<file path="src/rtl/mem_rr_arbiter.sv">
// Round-robin arbiter/sequencer sharing one single-port Memory among NREQ requesters.
// Latency: req seen in IDLE at edge E -> gnt_o in cycle E+1 -> done_o in cycle E+2.
// Backpressure: requesters hold req_i until their done_o; losers simply wait, nothing is dropped.
package definitions;
    localparam int ADDRWIDTH = 8;
    localparam int DATAWIDTH = 32;
endpackage

module mem_rr_arbiter #(
    parameter int NREQ      = 4,
    parameter int ADDRWIDTH = definitions::ADDRWIDTH,
    parameter int DATAWIDTH = definitions::DATAWIDTH
) (
    input  logic                      clk,
    input  logic                      reset,
    input  logic [NREQ-1:0]           req_i,
    input  logic [NREQ-1:0]           we_i,
    input  logic [NREQ*ADDRWIDTH-1:0] addr_i,
    input  logic [NREQ*DATAWIDTH-1:0] wdata_i,
    output logic [NREQ-1:0]           gnt_o,
    output logic [NREQ-1:0]           done_o,
    output logic [DATAWIDTH-1:0]      rdata_o,
    output logic                      busy_o,
    output logic                      mem_wr_en,
    output logic                      mem_rd_en,
    output logic [ADDRWIDTH-1:0]      mem_addr,
    output logic [DATAWIDTH-1:0]      mem_datain,
    input  logic [DATAWIDTH-1:0]      mem_dataout,
    input  logic                      mem_datavalid
);

    localparam int IW = (NREQ > 1) ? $clog2(NREQ) : 1;

    typedef enum logic [1:0] {
        IDLE   = 2'd0,
        ACCESS = 2'd1,
        DONE   = 2'd2
    } state_t;

    state_t                 state, state_nxt;
    logic [IW-1:0]          rr_ptr;
    logic [IW-1:0]          win_q;
    logic                   we_q;
    logic [ADDRWIDTH-1:0]   addr_q;
    logic [DATAWIDTH-1:0]   wdata_q;
    logic [DATAWIDTH-1:0]   rdata_q;

    logic [NREQ-1:0]        cand;
    logic                   pick_vld;
    logic [IW-1:0]          pick_idx;
    logic                   sel_we;
    logic [ADDRWIDTH-1:0]   sel_addr;
    logic [DATAWIDTH-1:0]   sel_wdata;
    logic                   load;

    // In DONE the finishing requester is masked: its req is still high this cycle.
    always_comb begin
        int k;
        k        = 0;
        cand     = req_i;
        pick_vld = 1'b0;
        pick_idx = '0;
        if (state == DONE) cand[win_q] = 1'b0;
        for (int i = 0; i < NREQ; i++) begin
            k = int'(rr_ptr) + i;
            if (k >= NREQ) k = k - NREQ;
            if (!pick_vld && cand[IW'(k)]) begin
                pick_vld = 1'b1;
                pick_idx = IW'(k);
            end
        end
    end

    always_comb begin
        sel_we    = 1'b0;
        sel_addr  = '0;
        sel_wdata = '0;
        for (int i = 0; i < NREQ; i++) begin
            if (pick_idx == IW'(i)) begin
                sel_we    = we_i[i];
                sel_addr  = addr_i[i*ADDRWIDTH +: ADDRWIDTH];
                sel_wdata = wdata_i[i*DATAWIDTH +: DATAWIDTH];
            end
        end
    end

    always_comb begin
        state_nxt = state;
        load      = 1'b0;
        case (state)
            IDLE: begin
                if (pick_vld) begin
                    load      = 1'b1;
                    state_nxt = ACCESS;
                end
            end
            ACCESS: state_nxt = DONE;
            DONE: begin
                if (pick_vld) begin
                    load      = 1'b1;
                    state_nxt = ACCESS;
                end else begin
                    state_nxt = IDLE;
                end
            end
            default: state_nxt = IDLE;
        endcase
    end

    always_ff @(posedge clk or negedge reset) begin
        if (!reset) begin
            state   <= IDLE;
            rr_ptr  <= '0;
            win_q   <= '0;
            we_q    <= 1'b0;
            addr_q  <= '0;
            wdata_q <= '0;
            rdata_q <= '0;
        end else begin
            state <= state_nxt;
            if (load) begin
                win_q   <= pick_idx;
                we_q    <= sel_we;
                addr_q  <= sel_addr;
                wdata_q <= sel_wdata;
            end
            if (state == DONE)
                rr_ptr <= (win_q == IW'(NREQ - 1)) ? '0 : win_q + 1'b1;
            if (state == ACCESS && !we_q && mem_datavalid)
                rdata_q <= mem_dataout;
        end
    end

    // Memory strobes decode straight from state so an async reset kills an in-flight write.
    always_comb begin
        gnt_o      = '0;
        done_o     = '0;
        mem_wr_en  = 1'b0;
        mem_rd_en  = 1'b0;
        mem_addr   = '0;
        mem_datain = '0;
        if (state == ACCESS) begin
            gnt_o[win_q] = 1'b1;
            mem_wr_en    = we_q;
            mem_rd_en    = ~we_q;
            mem_addr     = addr_q;
            mem_datain   = we_q ? wdata_q : '0;
        end
        if (state == DONE) done_o[win_q] = 1'b1;
    end

    assign busy_o  = (state != IDLE);
    assign rdata_o = rdata_q;

endmodule

</file>
<file path="config.mk">
export PLATFORM = sky130hd
export DESIGN_NAME = mem_rr_arbiter
export DESIGN_NICKNAME = d
export VERILOG_FILES = /design/src/rtl/mem_rr_arbiter.sv
export SDC_FILE = /design/constraint.sdc
export NUM_CORES = 1
export LEC_CHECK = 0
export CORE_AREA = 5 5 108 110
export DETAILED_ROUTE_END_ITERATION = 10
export DIE_AREA = 0 0 113 115
export DONT_BUFFER_PORTS = 1
export GPL_TIMING_DRIVEN = 1
export PLACE_DENSITY = 0.59
export SLEW_MARGIN = 20
export SYNTH_ARGS = -nofsm -noshare
export SYNTH_HDL_FRONTEND = slang
export SYNTH_SLANG_ARGS = --single-unit
</file>
<file path="constraint.sdc">
create_clock -name clk -period 5.75 [get_ports clk]
set_input_delay 0.575 -clock clk [delete_from_list [all_inputs] [get_ports clk]]
set_output_delay 0.575 -clock clk [all_outputs]
set_load 0.01 [all_outputs]
</file>
* After elaboration in Yosys (flattened, before gate mapping) *
Cells that the tools add are included.

word-level totals
  flip-flop bits (word level) = 79
  output and inout bits = 83

operators by class
  $add $sub $neg = 8
  magnitude comparators = 10
  equality and inequality tests = 7
  multiplexer cells = 52
  bitwise logic cells = 3
  reduce and logical (&&, ||, !) cells = 14

operators with widths
  cell                                                                number
  2-to-1 mux 32 bit                                                   6
  2-to-1 mux 8 bit                                                    5
  2-to-1 mux 1 bit                                                    22
  2-to-1 mux 2 bit                                                    10
  < comparator 2 x 4 -> 1 bit (second input constant)                 4
  2-to-1 mux 4 bit                                                    3
  greater-or-equal comparator 3 bit (second input constant)           3
  binary-select mux 1 bit (select 2 bit)                              4
  == test 2 bit (second input constant)                               4
  subtractor 2 x 1 -> 2 bit (second input constant)                   4
  adder 2 x 2 -> 3 bit (second input constant)                        2
  logical AND 1 bit                                                   6
  one-hot mux 2 bit (3 select lines)                                  1
  bitwise AND 4 bit                                                   1
  == test 2 x 1 -> 1 bit (second input constant)                      2
  logical NOT 1 bit                                                   4
  logical NOT 2 bit                                                   2
  NOT 4 bit                                                           1
  adder 2 x 1 -> 3 bit (second input constant)                        1
  greater-or-equal comparator 2 x 3 -> 1 bit (second input constant)  1
  < comparator 2 x 3 -> 1 bit (second input constant)                 1
  adder 2 x 1 -> 2 bit (second input constant)                        1
  demux 1 bit (select 2 bit)                                          1
  greater-or-equal comparator 2 x 1 -> 1 bit (second input constant)  1
  4 further kinds                                                     4

* Logic depth before layout (Yosys ltp) *
  word-level depth = 25
  mapped depth = 11
  gate-level depth less buffers = 8

* Worst setup path before layout *
No wires, ideal clock.

  kind = reg-to-reg
  from = reg win_q[0]
  to = reg addr_q[0]
  library setup time = 0.133 ns
  arrival = 2.114 ns
  data required time = 5.617 ns
  path slack = 3.503 ns
  cell stages (with the launch flop) = 10
  buffers on the path = 2
  cell sequence = dfrtp_1 > inv_1 > ha_1 > and3b_1 > nand2b_1 > a221oi_2 > buf_4 > buf_2 > mux2i_1 > o221ai_2

on the way
  cells in the longest elaborated chain, start to end = 25

RTL lines
  what                                                                                                             line  source
  start, declared                                                                                                  42    logic [IW-1:0] win_q;
  start signal, assigned                                                                                           122   win_q <= pick_idx;
  < comparator 2 x 3 -> 1 bit (implied by the code) or greater-or-equal comparator 2 x 1 -> 1 bit (tied branches)  63    if (state == DONE) cand[win_q] = 1'b0;
  logical AND 1 bit (implied by the code)                                                                          63
  2-to-1 mux 1 bit (implied by the code)                                                                           63
  demux 1 bit (select 2 bit) *                                                                                     63
  NOT 4 bit (no line) *                                                                                            n/a
  bitwise AND 4 bit (no line) *                                                                                    n/a
  2-to-1 mux 4 bit *                                                                                               63
  binary-select mux 1 bit (select 2 bit)                                                                           67    if (!pick_vld && cand[IW'(k)]) begin
  [... 6 more ...]                                                                                                 n/a
  logical NOT 1 bit                                                                                                67
  logical AND 1 bit                                                                                                67
  2-to-1 mux 1 bit                                                                                                 67
  logical NOT 1 bit                                                                                                67
  logical AND 1 bit                                                                                                67
  2-to-1 mux 2 bit                                                                                                 67
  logical NOT 2 bit                                                                                                79    if (pick_idx == IW'(i)) begin
  2-to-1 mux 8 bit (4 in series)                                                                                   79
  end signal, assigned                                                                                             124   addr_q <= sel_addr;
  end, declared                                                                                                    44    logic [ADDRWIDTH-1:0] addr_q;

Mark *: on every way between the ends. The rest lies on a longest branch, timed or not. The select of a mux whose other input is x is not followed.
A chain may end at the register's enable or synchronous reset.

* Worst setup path after layout *
  from = reg win_q[0]
  to = reg we_q

on the way
  cells in the longest elaborated chain, start to end = 25

RTL lines
  what                                                                                                             line  source
  < comparator 2 x 3 -> 1 bit (implied by the code) or greater-or-equal comparator 2 x 1 -> 1 bit (tied branches)  63
  logical AND 1 bit (implied by the code)                                                                          63
  2-to-1 mux 1 bit (implied by the code)                                                                           63
  demux 1 bit (select 2 bit) *                                                                                     63
  NOT 4 bit (no line) *                                                                                            n/a
  bitwise AND 4 bit (no line) *                                                                                    n/a
  2-to-1 mux 4 bit *                                                                                               63
  binary-select mux 1 bit (select 2 bit)                                                                           67
  [... 6 more ...]                                                                                                 n/a
  logical NOT 1 bit                                                                                                67
  logical AND 1 bit                                                                                                67
  2-to-1 mux 1 bit                                                                                                 67
  logical NOT 1 bit                                                                                                67
  logical AND 1 bit                                                                                                67
  2-to-1 mux 2 bit                                                                                                 67
  logical NOT 2 bit                                                                                                79
  2-to-1 mux 1 bit (4 in series)                                                                                   79
  end signal, assigned                                                                                             123   we_q <= sel_we;
  end, declared                                                                                                    43    logic we_q;

Marked as above.

==> results.json <==
{
  "cts_tree": "built",
  "fin_worst_skew_ns": 0.0112,
  "nets": 590,
  "synthCells": 402,
  "clk_latency_ns": 0.35,
  "p_int_mw": 1.66,
  "synthTopCellsByCount": "mux2i_1, dfrtp_1, nand2_1",
  "gr-total-overflow": 0,
  "drive_gt1_share_pct": 25.0,
  "avgRoutedWirePerCell_um": 24.4,
  "synth_edf_count": 0,
  "ctsResizeCount": 0,
  "worstRegToRegCells": 9,
  "fin_ws_ns": 2.22,
  "synthArstFlopShare_pct": 100,
  "min_period_over_period_pct": 61.3,
  "post-place-ws_ns": 2.20,
  "drtPass1Iterations": 4,
  "die_y_um": 115,
  "irDropWorstVdd_mv": 0.476,
  "place_inst": 511,
  "p_seq_share_pct": 38.2,
  "hold_violations": 0,
  "rsz0062_at_grt": "no",
  "drc": 0,
  "die_x_um": 113,
  "io_buffers": 0,
  "cp-end-kind": "register",
  "relSlewSlack_pct": 29.9,
  "pin_count": 286,
  "fillers": 973,
  "cts_max_level": 3,
  "p_per_area_nw_per_um2": 586,
  "pwr-share-clk_pct": 13.7,
  "cts_hold_buffers": 1,
  "avgSynthCellArea_um2": 11.7,
  "clk_pin_slew_worst_paths_ns": 0.08,
  "status": "complete, no violations",
  "grt_pass1_vias": 3546,
  "syn_area_um2": 4720,
  "area.sequential_um2": 1980,
  "place_area_um2": 4760,
  "switching_share_pct": 43.3,
  "p_sw_mw": 1.26,
  "r2r_end": "we_q$_DFFE_PN0P_",
  "p_comb_share_pct": 48.2,
  "crit_type": "register to register",
  "routed_wl_um": 12900,
  "finalWeightedCongestion": 0.855,
  "slew_viol_final": 0,
  "total_power_mw": 2.92,
  "grt_pass1_wl_um": 19600,
  "fp.dieArea_um2": 13000,
  "antenna_found_initial": 0,
  "final-instance-count-excl-fill": 528,
  "areaGrowthSynthToFinish_pct": 5.38,
  "setup_viol": 0,
  "post_drt_via_cell_ratio": 6.00,
  "required_ns": 5.95,
  "post_cts.repair.setup_buffers": 0,
  "cts_buffer_depth": 2,
  "cts-root-buf": "clkbuf_8",
  "multi_input_area_um2": 2540,
  "r2r_slack_ns": 2.22,
  "antenna_cells": 0,
  "synthesis.nets": 609,
  "whs_ns": 0.113,
  "drt-initial-drc-count": 223,
  "startpoint": "win_q[0]$_DFFE_PN0P_",
  "yosys-top-cells-area": "dfrtp_1, mux2i_1, o221ai_2, mux2_2, and3_1",
  "cts_buffers": 9,
  "ant_nets": 0,
  "utilization_pct": 46.9,
  "cp.arrival_ns": 3.73,
  "max_freq_mhz": 284,
  "cp_max_fo": 43,
  "min_period_ns": 3.53,
  "placementRows": 38,
  "ys_ff_latch": 79,
  "yosysSeqAreaShare_pct": 41.9,
  "synth_cell_type_count": 37,
  "tns_ns": 0,
  "cp-endpoint": "we_q$_DFFE_PN0P_",
  "vias": 3166,
  "worst_pin_slew_ns": 1.05,
  "yosysMostFrequentCell": "mux2i_1",
  "grt_max_degree": 80,
  "start_kind": "register",
  "holdCritPathClass": "primary input to async pin",
  "synthFlopType": "dfrtp_1",
  "gr-usage-all-layers_pct": 19.2,
  "fin_area_um2": 4980,
  "coreArea_um2": 10600,
  "yosys.area.top_type_share_pct": 41.9,
  "crit-reg2reg-launch": "win_q[0]$_DFFE_PN0P_",
  "yosys.area.top_type": "dfrtp_1",
  "cts_sinks": 79,
  "hpwlAfterDp_um": 9410,
  "start_util_pct": 44.5,
  "synth_warnings": 0,
  "cap_violations": 0,
  "p_leak_nw": 2.21
}
cell usage in the layout (no fill, tap or decap), types with 2 or more instances in the layout:
| cell type | instances |
|---|---|
| dfrtp_1 | 79 |
| clkbuf_8 | 9 |
| nand2_1 | 45 |
| mux2_2 | 29 |
| mux2_1 | 4 |
| and3_1 | 32 |
| ha_1 | 4 |
| nand2b_1 | 2 |
| and3b_1 | 2 |
| and2_1 | 14 |
| inv_1 | 8 |
| buf_4 | 5 |
| o221ai_1 | 2 |
| clkinv_2 | 3 |
| mux2i_1 | 82 |
| nand3b_1 | 2 |
| o221ai_2 | 39 |
worst min-delay path by stage:
| stage | startpoint | to | slack (ns) |
|---|---|---|---|
| 2_1_floorplan | reset | addr_q[0]$_DFFE_PN0P_ | 0.28 |
| 3_3_place_gp | reset | addr_q[4]$_DFFE_PN0P_ | 0.28 |
| 6_report | reset | addr_q[4]$_DFFE_PN0P_ | 0.11 |
| 3_5_place_dp | reset | addr_q[4]$_DFFE_PN0P_ | 0.28 |
| 4_1_cts | reset | addr_q[4]$_DFFE_PN0P_ | 0.12 |
| 5_1_grt | reset | addr_q[3]$_DFFE_PN0P_ | 0.11 |
flip-flops by register name (all words and copies together), names as in the netlist:
name / cells
addr_q: 8
we_q: 1
win_q: 2
wdata_q: 32
state: 2
rdata_o: 32
rr_ptr: 2
per-layer routing:
layer  part of all wire (%)  GRT usage, %
met1                     37          22.2
met2                     51          32.5
met4                   0.90          5.05
met5                      0             0
met3                     11          8.58
area by class of cell:
cell class                 instances  area share [%]
sequential                        79            39.7
timing repair buffer               6            1.31
clock inverter                     6            1.23
inverter                           8           0.603
clock buffer                      10            2.56
multi-input combinational        279            51.1
tap                              140            3.52
power groups by stage:
stage	sequential [mW]	combinational [mW]	clock, mW
final	1.11	1.41	0.399
after global routing	1.16	1.54	0.447
after CTS	1.11	1.42	0.415
after detailed placement	1.12	1.41	0
after global placement	1.12	1.37	0
after floorplan	1.02	1.25	0
critical path: stages (launching register included):
cell and delay [ns]:
dfrtp_1 0.41, inv_1 0.11, ha_1 0.17, and3b_1 0.35
nand2b_4 0.19, a31o_2 0.77, inv_1 0.29, o21ai_4 0.43
buf_4 0.48, o221ai_2 0.15
kinds of logic after synthesis:
logic type	synth area share (%)
AOI/OAI and AO/OA	14.9
adders and majority gates	1.06
buffers and inverters	5.01
DFF	41.9
muxes	25.2
and+or+nand+nor	11.9
Power figures use the tool's default switching activity.
